$ cat src/rtl/pipe_stage_buf_pkg.sv
// Shared pipeline definitions: buffer state encoding and
// the bit positions of the side-effect control bus.
package pipe_stage_buf_pkg;

    typedef enum logic [1:0] {
        ST_EMPTY = 2'd0,
        ST_FULL  = 2'd1,
        ST_SKID  = 2'd2
    } state_t;

    localparam int HALT   = 0;
    localparam int REGWRT = 1;
    localparam int MEMWRT = 2;
    localparam int MEMEN  = 3;
    localparam int JUMP   = 4;

endpackage

$ cat src/rtl/pipe_slot.sv
// One storage slot of the stage buffer: payload register
// with load and clear, plus its valid flop.
module pipe_slot
    import pipe_stage_buf_pkg::*;
#(
    parameter int W = 69
) (
    input  logic         clk,
    input  logic         rst,
    input  logic         clear,
    input  logic         load,
    input  logic         unload,
    input  logic [W-1:0] d,
    output logic         valid,
    output logic [W-1:0] q
);

    always_ff @(posedge clk or posedge rst) begin
        if (rst) begin
            valid <= 1'b0;
            q     <= '0;
        end else if (clear) begin
            valid <= 1'b0;
            q     <= '0;
        end else if (load) begin
            valid <= 1'b1;
            q     <= d;
        end else if (unload) begin
            valid <= 1'b0;
        end
    end

endmodule

$ cat src/rtl/pipe_stage_buf.sv
// Valid/ready inter-stage register with optional skid slot,
// flush, side-effect masking and a saturating stall counter.
module pipe_stage_buf
    import pipe_stage_buf_pkg::*;
#(
    parameter int DATA_W = 64,
    parameter int SIDE_W = 5,
    parameter bit SKID   = 1'b1,
    parameter int CNT_W  = 16
) (
    input  logic              clk,
    input  logic              rst,
    input  logic              flush,
    input  logic              in_valid,
    output logic              in_ready,
    input  logic [DATA_W-1:0] in_data,
    input  logic [SIDE_W-1:0] in_side,
    output logic              out_valid,
    input  logic              out_ready,
    output logic [DATA_W-1:0] out_data,
    output logic [SIDE_W-1:0] out_side,
    input  logic              cnt_clr,
    output logic [CNT_W-1:0]  stall_cnt
);

    localparam int W = DATA_W + SIDE_W;

    state_t st, st_n;

    logic         accept;
    logic         m_load, m_unload, m_from_s;
    logic         s_load, s_unload;
    logic         m_valid, s_valid;
    logic [W-1:0] m_d, m_q, s_q;

    assign accept = in_valid & in_ready & ~flush;

    always_ff @(posedge clk or posedge rst) begin
        if (rst) st <= ST_EMPTY;
        else     st <= st_n;
    end

    always_comb begin
        st_n     = st;
        m_load   = 1'b0;
        m_unload = 1'b0;
        m_from_s = 1'b0;
        s_load   = 1'b0;
        s_unload = 1'b0;
        if (flush) begin
            st_n = ST_EMPTY;
        end else begin
            unique case (st)
                ST_EMPTY: begin
                    if (accept) begin
                        m_load = 1'b1;
                        st_n   = ST_FULL;
                    end
                end
                ST_FULL: begin
                    if (out_ready && accept) begin
                        m_load = 1'b1;
                    end else if (out_ready) begin
                        m_unload = 1'b1;
                        st_n     = ST_EMPTY;
                    end else if (accept && SKID) begin
                        s_load = 1'b1;
                        st_n   = ST_SKID;
                    end
                end
                ST_SKID: begin
                    if (out_ready) begin
                        m_load   = 1'b1;
                        m_from_s = 1'b1;
                        s_unload = 1'b1;
                        st_n     = ST_FULL;
                    end
                end
                default: st_n = ST_EMPTY;
            endcase
        end
    end

    assign m_d = m_from_s ? s_q : {in_data, in_side};

    pipe_slot #(.W(W)) u_m (
        .clk    (clk),
        .rst    (rst),
        .clear  (flush),
        .load   (m_load),
        .unload (m_unload),
        .d      (m_d),
        .valid  (m_valid),
        .q      (m_q)
    );

    if (SKID) begin : g_skid
        pipe_slot #(.W(W)) u_s (
            .clk    (clk),
            .rst    (rst),
            .clear  (flush),
            .load   (s_load),
            .unload (s_unload),
            .d      ({in_data, in_side}),
            .valid  (s_valid),
            .q      (s_q)
        );
        // Registered ready: depends only on the skid valid flop.
        assign in_ready = ~s_valid;
    end else begin : g_noskid
        logic s_unused;
        assign s_unused = s_load | s_unload;
        assign s_valid  = 1'b0;
        assign s_q      = '0;
        assign in_ready = ~m_valid | out_ready;
    end

    assign out_valid = m_valid;
    assign out_data  = m_q[W-1:SIDE_W];
    assign out_side  = m_q[SIDE_W-1:0] & {SIDE_W{m_valid}};

    always_ff @(posedge clk or posedge rst) begin
        if (rst) begin
            stall_cnt <= '0;
        end else if (cnt_clr) begin
            stall_cnt <= '0;
        end else if (in_valid && !in_ready && !flush
                     && stall_cnt != {CNT_W{1'b1}}) begin
            stall_cnt <= stall_cnt + 1'b1;
        end
    end

endmodule

$ cat config.mk
export PLATFORM = sky130hd
export DESIGN_NAME = pipe_stage_buf
export DESIGN_NICKNAME = d
export VERILOG_FILES = /design/src/rtl/pipe_stage_buf_pkg.sv /design/src/rtl/pipe_slot.sv /design/src/rtl/pipe_stage_buf.sv
export SDC_FILE = /design/constraint.sdc
export NUM_CORES = 1
export LEC_CHECK = 0
export ABC_AREA = 0
export CORE_ASPECT_RATIO = 1.2
export CORE_MARGIN = 2
export CORE_UTILIZATION = 40
export CTS_CLUSTER_DIAMETER = 60
export DETAILED_ROUTE_END_ITERATION = 10
export GPL_ROUTABILITY_DRIVEN = 0
export REMOVE_ABC_BUFFERS = 1
export SYNTH_ARGS = -nofsm -noshare
export SYNTH_HDL_FRONTEND = slang
export SYNTH_SLANG_ARGS = --single-unit
$ cat constraint.sdc
create_clock -name clk -period 6.3 [get_ports clk]
set_input_delay 1.26 -clock clk [delete_from_list [all_inputs] [get_ports clk]]
set_output_delay 1.26 -clock clk [all_outputs]
set_load 0.02 [all_outputs]
==> impl_metrics.sql <==
INSERT INTO impl_metrics (metric_group, metric, value, unit) VALUES
('logic_synthesis', 'syn_inst', '811', ''),
('cts', 'clock_tree.root_cell', 'clkbuf_16', ''),
('logic_synthesis', 'ys_async_sr_fraction', '100', '%'),
('placement', 'dp_hpwl', '11800', 'um'),
('finish', 'layout.cells.most_common_list', '216 x nand2_1, 160 x clkdlybuf4s50_1, 158 x dfrtp_1, 74 x mux2i_1, 72 x o31ai_1', ''),
('finish', 'post-route-util', '50.3', '%'),
('finish', 'layout-drive-gt1-share', '5.29', '%'),
('power', 'peakVddDrop', '0.000177', 'V'),
('sta', 'worst_slew_pin_slew', '1.09', 'ns'),
('cts', 'insertion_delay', '0.42', 'ns'),
('grt', 'grt_util_all_layers', '18.4', '%'),
('setup_path', 'critical_path.endpoint_type', 'flip-flop', ''),
('logic_synthesis', 'synth_edf_count', '0', ''),
('finish', 'layout.nets', '951', ''),
('floorplan', 'ios', '162', ''),
('drt', 'detailroute.via_count', '5858', ''),
('sta', 'finalHoldViolCount', '0', ''),
('finish', 'syn2layout_area_growth', '23.6', '%'),
('setup_path', 'timing.rr.start', 'st[1]$_DFFE_PP0P_', ''),
('sta', 'rsz0062_at_grt', 'no', ''),
('drt', 'wirelength', '18900', 'um'),
('logic_synthesis', 'synth_warnings', '0', ''),
('grt', 'grt_first_pass_wirelength', '30600', 'um'),
('drt', 'drc_errors', '0', ''),
('cts', 'cts.path.max_buffers', '2', ''),
('power', 'fin_total_pwr', '2.54', 'mW'),
('setup_path', 'r2r_end', 'g_skid.u_s.q[0]$_DFFE_PP0P_', ''),
('logic_synthesis', 'synth_sequential_area_ratio', '49.9', '%'),
('drt', 'drt-vias-per-instance', '5.09', ''),
('drt', 'postRouteAntennaNets', '0', ''),
('finish', 'fill_cell_instance_count_of_the_final_layout', '1856', ''),
('sta', 'worst_slew_margin_rel', '27.7', '%'),
('setup_path', 'ff2ff_path_depth', '5', ''),
('finish', 'instances_no_fill', '1150', ''),
('status', 'run_status', 'finished, final reports clean', ''),
('drt', 'routedWlPerCell', '16.5', 'um'),
('cts', 'cts_hold_buffers_added', '0', ''),
('placement', 'buffers_added_on_ports', '161', ''),
('floorplan', 'placeableCoreArea', '19500', 'um^2'),
('drt', 'first_pass_iters', '4', ''),
('sta', 'sum_of_negative_setup_slack', '0', 'ns'),
('logic_synthesis', 'ys_ff_latch', '158', ''),
('sta', 'final_max_slew_viol_count', '0', ''),
('logic_synthesis', 'synth_cell_types', '43', ''),
('finish', 'mostFrequentLayoutCell', 'nand2_1', ''),
('power', 'leakage', '4.54', 'nW'),
('sta', 'setup-violations-final', '0', ''),
('worst_hold_path', 'hp-class', 'reg2reg', ''),
('drt', 'detail_route.iter0.violations', '421', ''),
('flow_run', 'maxCapViolCount', '0', ''),
('floorplan', 'die_area', '21000', 'um^2'),
('floorplan', 'die_w', '133', 'um'),
('cts', 'clock_tree_from_tritoncts', 'done', ''),
('logic_synthesis', 'synth_area_per_cell', '9.78', 'um^2'),
('placement', 'place.detailed.instances', '1117', ''),
('grt', 'overflow', '0', ''),
('sta', 'max_clock_freq', '296', 'MHz'),
('setup_path', 'worst-endpoint-arrival', '3.71', 'ns'),
('setup_path', 'slowest_stage', 'and3_2', ''),
('grt', 'initial_antenna_violation_count', '1', ''),
('logic_synthesis', 'netlist_area', '7930', 'um^2'),
('floorplan', 'effective_utilization_at_floorplan', '40.7', '%'),
('setup_path', 'setup.worst_path.class', 'in2reg', ''),
('sta', 'fin_hold_ws', '0.478', 'ns'),
('setup_path', 'path_max_fanout', '38', ''),
('sta', 'period_needed', '3.38', 'ns'),
('setup_path', 'timing.critical_path.to', 'g_skid.u_s.q[0]$_DFFE_PP0P_', ''),
('setup_path', 'reg2reg_slack', '3.86', 'ns'),
('sta', 'clock-skew-final', '0.0105', 'ns'),
('cts', 'path_clk_slew', '0.06', 'ns'),
('floorplan', 'die_h', '158', 'um');
[metal layers]
| layer | global-route usage, % | routed length (um) | up-vias |
|---|---|---|---|
| met5 | 0 | 0 | - |
| met1 | 25.7 | 9020 | 2842 |
| met2 | 28.8 | 8880 | 140 |
| met4 | 5.48 | 198 | 0 |
| li1 | - | - | 2862 |
| met3 | 4.19 | 829 | 14 |
[metrics by stage]
step / setup slack (ns) / area, um^2
detailed placement: 2.47 / 9170
floorplan: -0.250 / 7150
global route: 2.73 / 9800
finish: 2.93 / 9800
global placement: 2.51 / 9170
CTS: 2.90 / 9800
[worst max-delay path: cells and delay by family]
kind | cells | cell delay [ns]
simple gates | 3 | 1.27
buf+inv | 2 | 1.03
compound gates | 1 | 0.12
[cell usage after synthesis (2+ instances only)]
library cell  number  area [um^2]
a211oi_1           2         15.0
a21oi_1           28          140
a31oi_1            3         18.8
and2_1             5         31.3
and3_1             6         37.5
and3b_1            2         17.5
and4_1             2         17.5
and4b_1            2         20.0
buf_2             26          130
buf_4             74          556
clkbuf_1          24         90.1
dfrtp_1          158         3950
inv_1              5         18.8
mux2i_1           74          741
nand2_1          216          811
nand3_1            7         35.0
nand3b_1          51          383
nand4_1            5         31.3
nor2_1             7         26.3
nor3_1             7         35.0
nor3b_1            2         15.0
o211ai_1           2         15.0
o21ai_0            7         35.0
o21bai_1           2         15.0
o31ai_1           72          541
or3_1              4         25.0
or4_1              2         15.0
[final cells by class]
| class | count | area, um^2 | share of cell area [%] |
|---|---|---|---|
| repair buffers | 170 | 1680 | 17.1 |
| inverters | 5 | 23.8 | 0.243 |
| diodes | 1 | 2.50 | 0.0255 |
| flip-flops and latches | 158 | 3950 | 40.3 |
| multi-input cells | 523 | 3190 | 32.6 |
| well taps | 261 | 327 | 3.33 |
| clock buffers | 22 | 464 | 4.74 |
| clock inverters | 10 | 161 | 1.65 |
[logic make-up after synthesis]
logic type                 Yosys count  synth area share [%]
AOI/OAI and AO/OA                  123                  10.6
and+or+nand+nor                    324                  19.8
adders and majority gates            1                 0.158
buffers and inverters              130                  10.1
muxes                               74                  9.34
DFF                                158                  49.9
xor gates and xnor gates             1                 0.110
[registers in the layout (all words and copies together), names as in the netlist]
signal,cells
g_skid.u_s.q,69
g_skid.u_s.valid,1
u_m.valid,1
st,2
stall_cnt,16
u_m.q,69
[worst min path at each step]
stage / to / cells past startpoint / from / slack [ns]
after floorplan: u_m.q[0]$_DFFE_PP0P_ / 2 / u_m.q[0]$_DFFE_PP0P_ / 0.44
after global placement: u_m.q[2]$_DFFE_PP0P_ / 2 / u_m.q[2]$_DFFE_PP0P_ / 0.45
after detailed placement: u_m.q[3]$_DFFE_PP0P_ / 2 / u_m.q[3]$_DFFE_PP0P_ / 0.46
after CTS: u_m.q[3]$_DFFE_PP0P_ / 2 / u_m.q[3]$_DFFE_PP0P_ / 0.48
after global routing: u_m.q[61]$_DFFE_PP0P_ / 2 / u_m.q[61]$_DFFE_PP0P_ / 0.50
final: u_m.q[27]$_DFFE_PP0P_ / 2 / u_m.q[27]$_DFFE_PP0P_ / 0.48
[where the power goes]
group          total [mW]  internal (mW)  switching [mW]
registers            1.10           1.07          0.0353
logic               0.340          0.157           0.183
clock network        1.10          0.684           0.411
No activity file was read; power rests on OpenSTA's default activity.
